$ cat src/rtl/core_pkg.sv
// -----------------------------------------------------------------------------
// core_pkg
// Shared definitions for the in-order core pipeline: datapath sizes,
// instruction opcodes, instruction field positions, ALU operation encoding and
// the ID/EX pipeline register bundle (also imported by execute).
// No ports (package).
// -----------------------------------------------------------------------------
package core_pkg;

    localparam int XLEN   = 32;
    localparam int NREGS  = 32;
    localparam int REG_AW = 5;

    // Opcodes (instruction bits [31:25])
    localparam logic [6:0] OP_ADD  = 7'h00;
    localparam logic [6:0] OP_SUB  = 7'h01;
    localparam logic [6:0] OP_MUL  = 7'h02;
    localparam logic [6:0] OP_LDB  = 7'h10;
    localparam logic [6:0] OP_LDW  = 7'h11;
    localparam logic [6:0] OP_STB  = 7'h12;
    localparam logic [6:0] OP_STW  = 7'h13;
    localparam logic [6:0] OP_MOV  = 7'h14;
    localparam logic [6:0] OP_BEQ  = 7'h30;
    localparam logic [6:0] OP_JUMP = 7'h31;

    // Instruction field slices
    localparam int OPC_HI  = 31;
    localparam int OPC_LO  = 25;
    localparam int RD_HI   = 24;
    localparam int RD_LO   = 20;
    localparam int R1_HI   = 19;
    localparam int R1_LO   = 15;
    localparam int R2_HI   = 14;
    localparam int R2_LO   = 10;
    localparam int IMM_HI  = 14;
    localparam int BOFF_HI = 9;   // low part of the branch offset is [9:0]

    typedef enum logic [1:0] {
        ALU_ADD    = 2'b00,
        ALU_SUB    = 2'b01,
        ALU_MUL    = 2'b10,
        ALU_PASS_B = 2'b11
    } alu_op_t;

    typedef struct packed {
        logic [XLEN-1:0]   pc;
        logic [XLEN-1:0]   op_a;
        logic [XLEN-1:0]   op_b;
        logic [XLEN-1:0]   imm;
        logic [REG_AW-1:0] rd;
        alu_op_t           alu_op;
        logic              use_imm;
        logic              reg_write;
        logic              mem_read;
        logic              mem_write;
        logic              mem_byte;
        logic              branch;
        logic              jump;
        logic              illegal;
    } id_ex_t;

    function automatic logic [XLEN-1:0] sext15(input logic [14:0] v);
        return {{(XLEN-15){v[14]}}, v};
    endfunction

endpackage

$ cat src/rtl/decode_stage_if.sv
// -----------------------------------------------------------------------------
// decode_stage_if
// Bundles the fetch->decode inputs, the writeback register-file write port,
// the stall back to fetch and the registered ID/EX outputs.
//   slave  : used by decode_stage (consumes fetch/writeback, drives ID/EX)
//   master : used by the surrounding pipeline / testbench
// -----------------------------------------------------------------------------
interface decode_stage_if;
    import core_pkg::*;

    logic [XLEN-1:0]   instruction;
    logic [XLEN-1:0]   PCnext;
    logic              wb_en;
    logic [REG_AW-1:0] wb_addr;
    logic [XLEN-1:0]   wb_data;
    logic              stall_fetch;
    logic [XLEN-1:0]   pc_out;
    logic [XLEN-1:0]   op_a;
    logic [XLEN-1:0]   op_b;
    logic [XLEN-1:0]   imm;
    logic [REG_AW-1:0] rd_out;
    logic [1:0]        alu_op;
    logic              use_imm;
    logic              reg_write;
    logic              mem_read;
    logic              mem_write;
    logic              mem_byte;
    logic              branch;
    logic              jump;
    logic              illegal;

    modport slave (
        input  instruction, PCnext, wb_en, wb_addr, wb_data,
        output stall_fetch, pc_out, op_a, op_b, imm, rd_out, alu_op,
               use_imm, reg_write, mem_read, mem_write, mem_byte,
               branch, jump, illegal
    );

    modport master (
        output instruction, PCnext, wb_en, wb_addr, wb_data,
        input  stall_fetch, pc_out, op_a, op_b, imm, rd_out, alu_op,
               use_imm, reg_write, mem_read, mem_write, mem_byte,
               branch, jump, illegal
    );

endinterface

$ cat src/rtl/reg_file.sv
// -----------------------------------------------------------------------------
// reg_file
// 32x32 architectural register file: two combinational read ports, one
// synchronous write port. r0 always reads zero and ignores writes. A write in
// the same cycle as a read of the same (nonzero) register is bypassed so the
// reader sees the new value.
// Ports: clk, reset (sync, clears all registers), we/waddr/wdata (write),
//        raddr_a/rdata_a, raddr_b/rdata_b (reads).
// -----------------------------------------------------------------------------
module reg_file
    import core_pkg::*;
(
    input  logic              clk,
    input  logic              reset,
    input  logic              we,
    input  logic [REG_AW-1:0] waddr,
    input  logic [XLEN-1:0]   wdata,
    input  logic [REG_AW-1:0] raddr_a,
    input  logic [REG_AW-1:0] raddr_b,
    output logic [XLEN-1:0]   rdata_a,
    output logic [XLEN-1:0]   rdata_b
);

    logic [XLEN-1:0] regs_q [NREGS];
    logic            wr_ok;

    assign wr_ok = we && (waddr != '0);

    always_ff @(posedge clk) begin
        if (reset) begin
            for (int i = 0; i < NREGS; i++) begin
                regs_q[i] <= '0;
            end
        end else if (wr_ok) begin
            regs_q[waddr] <= wdata;
        end
    end

    assign rdata_a = (raddr_a == '0)               ? '0    :
                     (wr_ok && waddr == raddr_a)   ? wdata : regs_q[raddr_a];
    assign rdata_b = (raddr_b == '0)               ? '0    :
                     (wr_ok && waddr == raddr_b)   ? wdata : regs_q[raddr_b];

endmodule

$ cat src/rtl/decode_stage.sv
// -----------------------------------------------------------------------------
// decode_stage
// Second pipeline stage. Decodes the instruction from fetch, reads operands
// from the owned register file, detects load-use hazards against the
// instruction currently in execute, and registers the decoded bundle into the
// ID/EX pipeline register.
// Ports: clk, reset (sync active-high), flush (squash ID/EX only),
//        EN_REG (pipeline advance enable), bus (decode_stage_if.slave).
// -----------------------------------------------------------------------------
module decode_stage
    import core_pkg::*;
(
    input  logic           clk,
    input  logic           reset,
    input  logic           flush,
    input  logic           EN_REG,
    decode_stage_if.slave  bus
);

    logic [6:0]        opcode;
    logic [REG_AW-1:0] f_rd, f_r1, f_r2, rb_addr;
    logic [14:0]       f_imm15, f_boff;
    logic              is_store;
    logic [XLEN-1:0]   rs_a, rs_b;
    logic              use_a, use_b;
    logic              stall_fetch;
    id_ex_t            dec;
    id_ex_t            id_ex_d, id_ex_q;

    assign opcode   = bus.instruction[OPC_HI:OPC_LO];
    assign f_rd     = bus.instruction[RD_HI:RD_LO];
    assign f_r1     = bus.instruction[R1_HI:R1_LO];
    assign f_r2     = bus.instruction[R2_HI:R2_LO];
    assign f_imm15  = bus.instruction[IMM_HI:0];
    assign f_boff   = {bus.instruction[RD_HI:RD_LO], bus.instruction[BOFF_HI:0]};
    assign is_store = (opcode == OP_STB) || (opcode == OP_STW);
    // Stores read the data register through the second port (rd field).
    assign rb_addr  = is_store ? f_rd : f_r2;

    reg_file u_reg_file (
        .clk     (clk),
        .reset   (reset),
        .we      (bus.wb_en),
        .waddr   (bus.wb_addr),
        .wdata   (bus.wb_data),
        .raddr_a (f_r1),
        .raddr_b (rb_addr),
        .rdata_a (rs_a),
        .rdata_b (rs_b)
    );

    always_comb begin
        dec    = '0;
        use_a  = 1'b0;
        use_b  = 1'b0;
        dec.pc = bus.PCnext;
        case (opcode)
            OP_ADD, OP_SUB, OP_MUL: begin
                dec.op_a      = rs_a;
                dec.op_b      = rs_b;
                dec.rd        = f_rd;
                dec.reg_write = 1'b1;
                dec.alu_op    = alu_op_t'(opcode[1:0]);
                use_a         = 1'b1;
                use_b         = 1'b1;
            end
            OP_LDB, OP_LDW: begin
                dec.op_a      = rs_a;
                dec.imm       = sext15(f_imm15);
                dec.rd        = f_rd;
                dec.mem_read  = 1'b1;
                dec.reg_write = 1'b1;
                dec.use_imm   = 1'b1;
                dec.mem_byte  = (opcode == OP_LDB);
                use_a         = 1'b1;
            end
            OP_STB, OP_STW: begin
                dec.op_a      = rs_a;
                dec.op_b      = rs_b;
                dec.imm       = sext15(f_imm15);
                dec.mem_write = 1'b1;
                dec.use_imm   = 1'b1;
                dec.mem_byte  = (opcode == OP_STB);
                use_a         = 1'b1;
                use_b         = 1'b1;
            end
            OP_MOV: begin
                dec.imm       = sext15(f_imm15);
                dec.rd        = f_rd;
                dec.reg_write = 1'b1;
                dec.use_imm   = 1'b1;
                dec.alu_op    = ALU_PASS_B;
            end
            OP_BEQ: begin
                dec.op_a      = rs_a;
                dec.op_b      = rs_b;
                dec.imm       = sext15(f_boff);
                dec.branch    = 1'b1;
                dec.alu_op    = ALU_SUB;
                use_a         = 1'b1;
                use_b         = 1'b1;
            end
            OP_JUMP: begin
                dec.op_a      = rs_a;
                dec.imm       = sext15(f_imm15);
                dec.jump      = 1'b1;
                dec.use_imm   = 1'b1;
                use_a         = 1'b1;
            end
            default: begin
                dec         = '0;
                dec.illegal = 1'b1;
            end
        endcase
    end

    // Load-use: the load in execute targets a register this instruction reads.
    assign stall_fetch = id_ex_q.mem_read && (id_ex_q.rd != '0) &&
                         ((use_a && (f_r1 == id_ex_q.rd)) ||
                          (use_b && (rb_addr == id_ex_q.rd)));

    always_comb begin
        id_ex_d = id_ex_q;
        if (flush) begin
            id_ex_d = '0;
        end else if (!EN_REG) begin
            id_ex_d = id_ex_q;
        end else if (stall_fetch) begin
            id_ex_d = '0;
        end else begin
            id_ex_d = dec;
        end
    end

    always_ff @(posedge clk) begin
        if (reset) begin
            id_ex_q <= '0;
        end else begin
            id_ex_q <= id_ex_d;
        end
    end

    assign bus.stall_fetch = stall_fetch;
    assign bus.pc_out      = id_ex_q.pc;
    assign bus.op_a        = id_ex_q.op_a;
    assign bus.op_b        = id_ex_q.op_b;
    assign bus.imm         = id_ex_q.imm;
    assign bus.rd_out      = id_ex_q.rd;
    assign bus.alu_op      = id_ex_q.alu_op;
    assign bus.use_imm     = id_ex_q.use_imm;
    assign bus.reg_write   = id_ex_q.reg_write;
    assign bus.mem_read    = id_ex_q.mem_read;
    assign bus.mem_write   = id_ex_q.mem_write;
    assign bus.mem_byte    = id_ex_q.mem_byte;
    assign bus.branch      = id_ex_q.branch;
    assign bus.jump        = id_ex_q.jump;
    assign bus.illegal     = id_ex_q.illegal;

endmodule
$ cat src/flat_wrapper.sv
// flat-port wrapper written by rule: the top's interface ports become plain ports
module decode_stage_flat import core_pkg::*;
  (clk, reset, flush, EN_REG, bus_instruction, bus_PCnext, bus_wb_en, bus_wb_addr, bus_wb_data, bus_stall_fetch, bus_pc_out, bus_op_a, bus_op_b, bus_imm, bus_rd_out, bus_alu_op, bus_use_imm, bus_reg_write, bus_mem_read, bus_mem_write, bus_mem_byte, bus_branch, bus_jump, bus_illegal);
  decode_stage_if bus_i ();
  input  logic clk;
  input  logic reset;
  input  logic flush;
  input  logic EN_REG;
  input wire logic [$bits(bus_i.instruction)-1:0] bus_instruction;
  input wire logic [$bits(bus_i.PCnext)-1:0] bus_PCnext;
  input wire logic [$bits(bus_i.wb_en)-1:0] bus_wb_en;
  input wire logic [$bits(bus_i.wb_addr)-1:0] bus_wb_addr;
  input wire logic [$bits(bus_i.wb_data)-1:0] bus_wb_data;
  output wire logic [$bits(bus_i.stall_fetch)-1:0] bus_stall_fetch;
  output wire logic [$bits(bus_i.pc_out)-1:0] bus_pc_out;
  output wire logic [$bits(bus_i.op_a)-1:0] bus_op_a;
  output wire logic [$bits(bus_i.op_b)-1:0] bus_op_b;
  output wire logic [$bits(bus_i.imm)-1:0] bus_imm;
  output wire logic [$bits(bus_i.rd_out)-1:0] bus_rd_out;
  output wire logic [$bits(bus_i.alu_op)-1:0] bus_alu_op;
  output wire logic [$bits(bus_i.use_imm)-1:0] bus_use_imm;
  output wire logic [$bits(bus_i.reg_write)-1:0] bus_reg_write;
  output wire logic [$bits(bus_i.mem_read)-1:0] bus_mem_read;
  output wire logic [$bits(bus_i.mem_write)-1:0] bus_mem_write;
  output wire logic [$bits(bus_i.mem_byte)-1:0] bus_mem_byte;
  output wire logic [$bits(bus_i.branch)-1:0] bus_branch;
  output wire logic [$bits(bus_i.jump)-1:0] bus_jump;
  output wire logic [$bits(bus_i.illegal)-1:0] bus_illegal;
  assign bus_i.instruction = bus_instruction;
  assign bus_i.PCnext = bus_PCnext;
  assign bus_i.wb_en = bus_wb_en;
  assign bus_i.wb_addr = bus_wb_addr;
  assign bus_i.wb_data = bus_wb_data;
  assign bus_stall_fetch = bus_i.stall_fetch;
  assign bus_pc_out = bus_i.pc_out;
  assign bus_op_a = bus_i.op_a;
  assign bus_op_b = bus_i.op_b;
  assign bus_imm = bus_i.imm;
  assign bus_rd_out = bus_i.rd_out;
  assign bus_alu_op = bus_i.alu_op;
  assign bus_use_imm = bus_i.use_imm;
  assign bus_reg_write = bus_i.reg_write;
  assign bus_mem_read = bus_i.mem_read;
  assign bus_mem_write = bus_i.mem_write;
  assign bus_mem_byte = bus_i.mem_byte;
  assign bus_branch = bus_i.branch;
  assign bus_jump = bus_i.jump;
  assign bus_illegal = bus_i.illegal;
  decode_stage u_core (.clk(clk), .reset(reset), .flush(flush), .EN_REG(EN_REG), .bus(bus_i));
endmodule
$ cat config.mk
export PLATFORM = sky130hd
export DESIGN_NAME = decode_stage_flat
export DESIGN_NICKNAME = d
export VERILOG_FILES = /design/src/rtl/core_pkg.sv /design/src/rtl/decode_stage_if.sv /design/src/rtl/reg_file.sv /design/src/rtl/decode_stage.sv /design/src/flat_wrapper.sv
export SDC_FILE = /design/constraint.sdc
export NUM_CORES = 2
export LEC_CHECK = 0
export BUFFER_PORTS_ARGS = -buffer_cell sky130_fd_sc_hd__clkbuf_2
export CAP_MARGIN = 15
export CORE_MARGIN = 5
export CORE_UTILIZATION = 65
export CTS_CLUSTER_DIAMETER = 100
export DETAILED_ROUTE_END_ITERATION = 8
export PLACE_DENSITY = 0.81
export SYNTH_ARGS = -nofsm -noshare
export SYNTH_HDL_FRONTEND = slang
export SYNTH_HIERARCHICAL = 1
export SYNTH_SLANG_ARGS = --single-unit
$ cat constraint.sdc
create_clock -name clk -period 9.4 [get_ports clk]
set_input_delay 0 -clock clk [delete_from_list [all_inputs] [get_ports clk]]
set_output_delay 0 -clock clk [all_outputs]
set_load 0.005 [all_outputs]
## Word-level counts from Yosys, hierarchy flattened

Memory sizes are Yosys's and may differ from the RTL's.
Index checks and enable logic that the tools add are counted.

- Memory bits (read-only): 0
- Output and inout port bits: 144
- Word-level logic and storage cells: 82
- Bits in writable memories: 1024
- Input bits: 106
- Bits in latches: 0
- Memories: 1
- Register bits: 143

Memory list:

| name | depth | bits a word | rd ports | clocked after Yosys merged registers in | write ports | line | text |
|---|---|---|---|---|---|---|---|
| u_core.u_reg_file.regs_q | 32 | 32 | 2 | 0 | 32 | reg_file.sv:24 | `logic [XLEN-1:0] regs_q [NREGS];` |

- Equal/unequal tests: 13
- Reductions and logical operators: 24
- Order comparisons: 0
- Div/mod/pow operators: 0
- Bitwise logic cells: 0
- Shift-type cells: 0
- Mux-type cells: 30
- Multipliers: 0
- Add/subtract/negate cells: 0

Operator list:

| kind | number |
|---|---|
| 32-bit 2-to-1 mux | 8 |
| 143-bit 2-to-1 mux | 1 |
| 32-bit one-hot mux with 2 select lines | 1 |
| 7-bit by 5-bit == test with 1-bit output (second input constant) | 5 |
| 32-bit OR reduction | 1 |
| 5-bit == test | 4 |
| 6-bit OR reduction | 3 |
| 1-bit 2-to-1 mux | 15 |
| 5-bit 2-to-1 mux | 3 |
| 7-bit by 6-bit == test with 1-bit output (second input constant) | 2 |
| 5-bit zero test | 2 |
| 5-bit nonzero test | 2 |
| 10-bit OR reduction | 1 |
| 9-bit OR reduction | 1 |
| 7-bit by 1-bit == test with 1-bit output (second input constant) | 1 |
| 7-bit by 2-bit == test with 1-bit output (second input constant) | 1 |
| 1-bit logical AND | 7 |
| 7-bit zero test | 1 |
| 2-bit one-hot mux with 3 select lines | 1 |
| 2-bit OR reduction | 3 |
| 3-bit OR reduction | 1 |
| 1-bit logical OR | 2 |
| 1-bit one-hot mux with 2 select lines | 1 |

## Logic depth before layout (Yosys ltp)

- Depth after elaboration: 9
- Gate-level depth with buffers: 16
- Depth with buffers taken out: 10

## Cells and area by module

The synthesis kept the hierarchy.

Modules (own cells, without submodules):

| module | area each (um^2) | cells an instance | times used |
|---|---|---|---|
| reg_file | 55722.2 | 3918 | 1 |
| decode_stage | 4673.2 | 434 | 1 |

## Worst setup path after synthesis

No wires, ideal clock.

- Path type: input -> register
- Start point: input bus_instruction[29]
- End point: register u_core.id_ex_q (netlist bit u_core/bus.op_b[6])
- Library setup time: 117 ps
- Arrival: 2828 ps
- Setup slack: 6455 ps
- Cell stages on the path: 14
- Data required time: 9283 ps
- Path buffers: 6
- Path through: buf_2 -> nor2b_1 -> nand3_1 -> clkbuf_1 -> mux2_2 -> buf_2 -> buf_6 -> buf_6 -> buf_2 -> mux4_2 -> a22oi_1 -> nand2_1 -> a32o_1 -> a22o_1

- Longest elaborated chain between the ends: 9
- Elaborated cells on any way between the ends: 28
- Those cells by class: eq/ne: 10; mux: 7; reduce/logical: 10; memory: 1

RTL lines:

| item | line | text |
|---|---|---|
| start: declaration | flat_wrapper.sv:9 | `input wire logic [$bits(bus_i.instruction)-1:0] bus_instruction;` |
| 7-bit by 5-bit == test with 1-bit output | decode_stage.sv:36 | `assign is_store = (opcode == OP_STB) \|\| (opcode == OP_STW);` |
| 1-bit logical OR (*) | decode_stage.sv:36 |  |
| 5-bit 2-to-1 mux (*) | decode_stage.sv:38 | `assign rb_addr = is_store ? f_rd : f_r2;` |
| named net u_core.rb_addr[0] | decode_stage.sv:21 | `logic [REG_AW-1:0] f_rd, f_r1, f_r2, rb_addr;` |
| parallel branches: the longest is 3 deep, another holds memory read 32 x 32 bit | - |  |
| 32-bit 2-to-1 mux (*) | reg_file.sv:41 | `assign rdata_b = (raddr_b == '0) ? '0 :` |
| named net u_core.rs_b[6] | decode_stage.sv:24 | `logic [XLEN-1:0] rs_a, rs_b;` |
| 32-bit 2-to-1 mux (*) | decode_stage.sv:57 | `case (opcode)` |
| 143-bit 2-to-1 mux (*) | decode_stage.sv:128 | `end else if (stall_fetch) begin` |
| end signal: assignment | decode_stage.sv:139 | `id_ex_q <= id_ex_d;` |
| end: declaration | decode_stage.sv:28 | `id_ex_t id_ex_d, id_ex_q;` |

Mark *: on every way through the listed nets, which the timed path passes.
A chain may end at the register's enable or synchronous reset.

## Worst setup path after layout

- Start point: input bus_instruction[30]
- End point: register u_core.id_ex_q (netlist bit u_core/bus.op_b[24])

Same word-level chain as after synthesis.

==> impl_metrics.csv <==
group,metric,value,unit
outcome,status,"finished, violations left",
outcome,violations,"design-rule violations",
setup_path,r2r-start,"u_core/bus.rd_out[3]",
synthesis,async_flop_share,0,%
synthesis,synth-edff-count,1024,
layout,final_cells,5849,
timing,max-slew-margin-rel,9.64,%
pwr,p_seq_share,48.9,%
layout,drive_gt1_share,22.7,%
synthesis,ys_seq_area_share,55.1,%
global_route,grt_max_degree,134,
hold_path,worstHoldStart,"bus_wb_data[25]",
pwr,peakVddDrop,0.158,mV
pwr,leakage,24.5,nW
setup_path,crit_required,9.99,ns
timing,hold-worst-slack,0.0382,ns
route,dr.pass1.iters,9,
placement,pre_cts_slack,4.66,ns
layout,mostFrequentLayoutCell,"edfxtp_1",
die,die_h,315,µm
layout,fin_util,73.2,%
layout,area_growth,11.5,%
timing,report.final.hold_viol_count,0,
die,rows,111,
job,cap_violations,0,
global_route,grt_pass1_wl,308000,µm
placement,dp_hpwl,117000,µm
timing,finClkSkew,0.0379,ns
layout,nFillCells,5723,
clock_tree,cts_tree,"yes",
setup_path,critical_path_class,"input pin to flop",
die,num_io_pins,250,
route,vias,44600,
setup_path,crit_chain,"dlygate4sd3_1 > clkbuf_2 > nor3_1 > nand3_1 > mux2_2 > buf_4 > nor2_4 > buf_4 > a21oi_4 > buf_4 > a32o_1 > a22o_1",
route,drc,5,
route,wl,220000,µm
setup_path,crit_start,"bus_instruction[30]",
die,core_area,91900,µm²
timing,fin_crit,5.11,ns
layout,num-nets-final,4584,
route,ant_nets,0,
route,vias_per_cell,7.63,
timing,max_freq,196,MHz
clock_tree,cts_buffers,117,
synthesis,synth_area_leaders,"edfxtp_1, mux4_2, and2_1",
global_route,grt.total_usage,43.8,%
synthesis,yosys.area.top_type,"edfxtp_1",
placement,dpl_cell_area,62400,µm²
setup_path,cpMostUsedCell,"buf_4",
pwr,intPower,9.12,mW
clock_tree,clock_latency,0.71,ns
placement,dp_cells,5508,
timing,worstMarginPinSlew,1.36,ns
layout,final_cell_mix,"edfxtp_1, and2_1, mux4_2",
placement,gp_congestion,0.946,
pwr,pwr-share-comb,12.0,%
synthesis,yosysWarningCount,6,
synthesis,synthDominantCellAreaShare,50.9,%
synthesis,synthCells,4352,
timing,setup_ws,4.29,ns
clock_tree,cts_sinks,1150,
global_route,grt.overflow.total,0,
pwr,p_sw_share,25.2,%
setup_path,slowest_stage,"nor2_4",
synthesis,ys_seq_elements,1150,
timing,rsz0062_at_grt,"no",
pwr,fin_total_pwr,12.2,mW
timing,final.period_utilization,54.3,%
synthesis,syn-cell-area,60400,µm²
setup_path,cp.arrival,5.69,ns
die,die-width,315,µm
layout,final_area,67300,µm²
global_route,antenna_found_initial,16,
die,dieArea,99100,µm²
route,wire_per_inst,37.6,µm
die,start_util,65.7,%
clock_tree,postCtsSetupBuffers,0,
timing,slew_viol_final,0,
setup_path,end_kind,"flop",
pwr,switchingPower,3.07,mW
pwr,powerDensity,181,nW/µm²
clock_tree,clockRootBuffer,"clkbuf_16",
synthesis,ys_types,80,
route,drtIter0Drc,8851,
timing,fin_setup_tns,0,ns
synthesis,syn-mean-instance-area,13.9,µm²
hold_path,hp-class,"input pin to flop",
placement,port_buffers,249,
setup_path,startpoint_type,"input pin",
clock_tree,cts_buffer_depth,3,
setup_path,cp_max_fo,34,
clock_tree,clk_pin_slew_worst_paths,0.06,ns
timing,setup_viol,0,
pwr,power_frac_clock,39.1,%
synthesis,ys.flop_type,"edfxtp_1",
global_route,grt_pass1_vias,43800,
clock_tree,htree_levels,3,
setup_path,cpPeakStageDelay,1.05,ns
what timing repair did:
action,in CTS,in global routing
gates resized for setup,0,0
hold endpoints to repair,241,0
hold buffers,94,0
synth_stat cells, types with 10 or more instances:
library cell / n
and3_1: 16
nand3_1: 17
a211oi_1: 55
a221oi_1: 35
or2_2: 34
mux2_2: 39
nor2_1: 66
o221ai_1: 35
mux4_2: 356
a22oi_1: 66
clkbuf_1: 320
nor3_1: 46
o21ai_1: 10
nor2b_1: 10
dfxtp_1: 126
a21oi_1: 85
and2_1: 964
a221o_1: 12
a32o_1: 35
buf_2: 64
o21ai_0: 34
mux2i_1: 341
buf_4: 38
edfxtp_1: 1024
o22ai_1: 39
nand2b_1: 13
inv_1: 10
buf_1: 18
a22o_1: 118
buf_6: 31
nand2_1: 150
xnor2_1: 16
metal layers:
| layer | routed length (µm) | track usage [%] |
|---|---|---|
| met4 | 18700 | 29.3 |
| met1 | 68800 | 55.1 |
| met2 | 93600 | 63.1 |
| met5 | 215 | 2.57 |
| met3 | 38800 | 17.1 |
worst paths after layout:
| path | end | slack (ns) | cells past startpoint |
|---|---|---|---|
| setup reg to reg | u_core/bus.imm[1] | 5.91 | 7 |
| setup / recovery | u_core/bus.op_b[24] | 4.29 | 12 |
| hold reg to reg | u_core/bus.imm[9] | 0.47 | 2 |
| hold / removal | u_core/u_reg_file/regs_q[17][25] | 0.04 | 2 |
logic make-up (layout without fill, tap and decap cells):
group                     Yosys count  in the layout  share of synthesized area (%)
muxes                             747            747                           20.1
AOI/OAI and AO/OA                 585            585                           7.45
DFF                              1150           1150                           55.1
other                               1             57                        0.00621
xor gates and xnor gates           21             21                          0.305
buffers and inverters             483            681                           3.78
and+or+nand+nor                  1365           1365                           13.2
power groups by stage:
stage          registers, mW  clock network (mW)  logic [mW]
2_1_floorplan           5.99                   0       0.903
6_report                5.96                4.77        1.46
4_1_cts                 5.94                4.76        1.39
5_1_grt                 5.97                4.98        1.48
3_3_place_gp            6.03                   0        1.33
3_5_place_dp            6.05                   0        1.36
state kept, by name (all words and copies together), names as in the netlist, 2 cells and up:
name / count
u_core/bus.pc_out: 32
u_core/bus.op_b: 32
u_core/bus.alu_op: 2
u_core/bus.op_a: 32
u_core/bus.imm: 15
u_core/bus.rd_out: 5
u_core/u_reg_file/regs_q: 1024
area by class of cell:
type                    instances  area (µm²)  share of cell area (%)
well taps                    1243        1560                    2.31
clock buffers                 170        3440                    5.11
flip-flops and latches       1150       33300                    49.4
repair buffers                448        3090                    4.59
multi-input cells            2750       25400                    37.7
clock inverters                52         497                   0.738
inverters                      11        46.3                  0.0688
diodes                         25        62.6                  0.0929
worst max-delay path, delay by kind of cell:
family                 cells  cell delay, ns
and+or+nand+nor            3            2.02
muxes                      1            0.64
AOI/OAI and AO/OA          3            0.64
buffers and inverters      5            2.32
No activity file was read; power rests on OpenSTA's default activity.
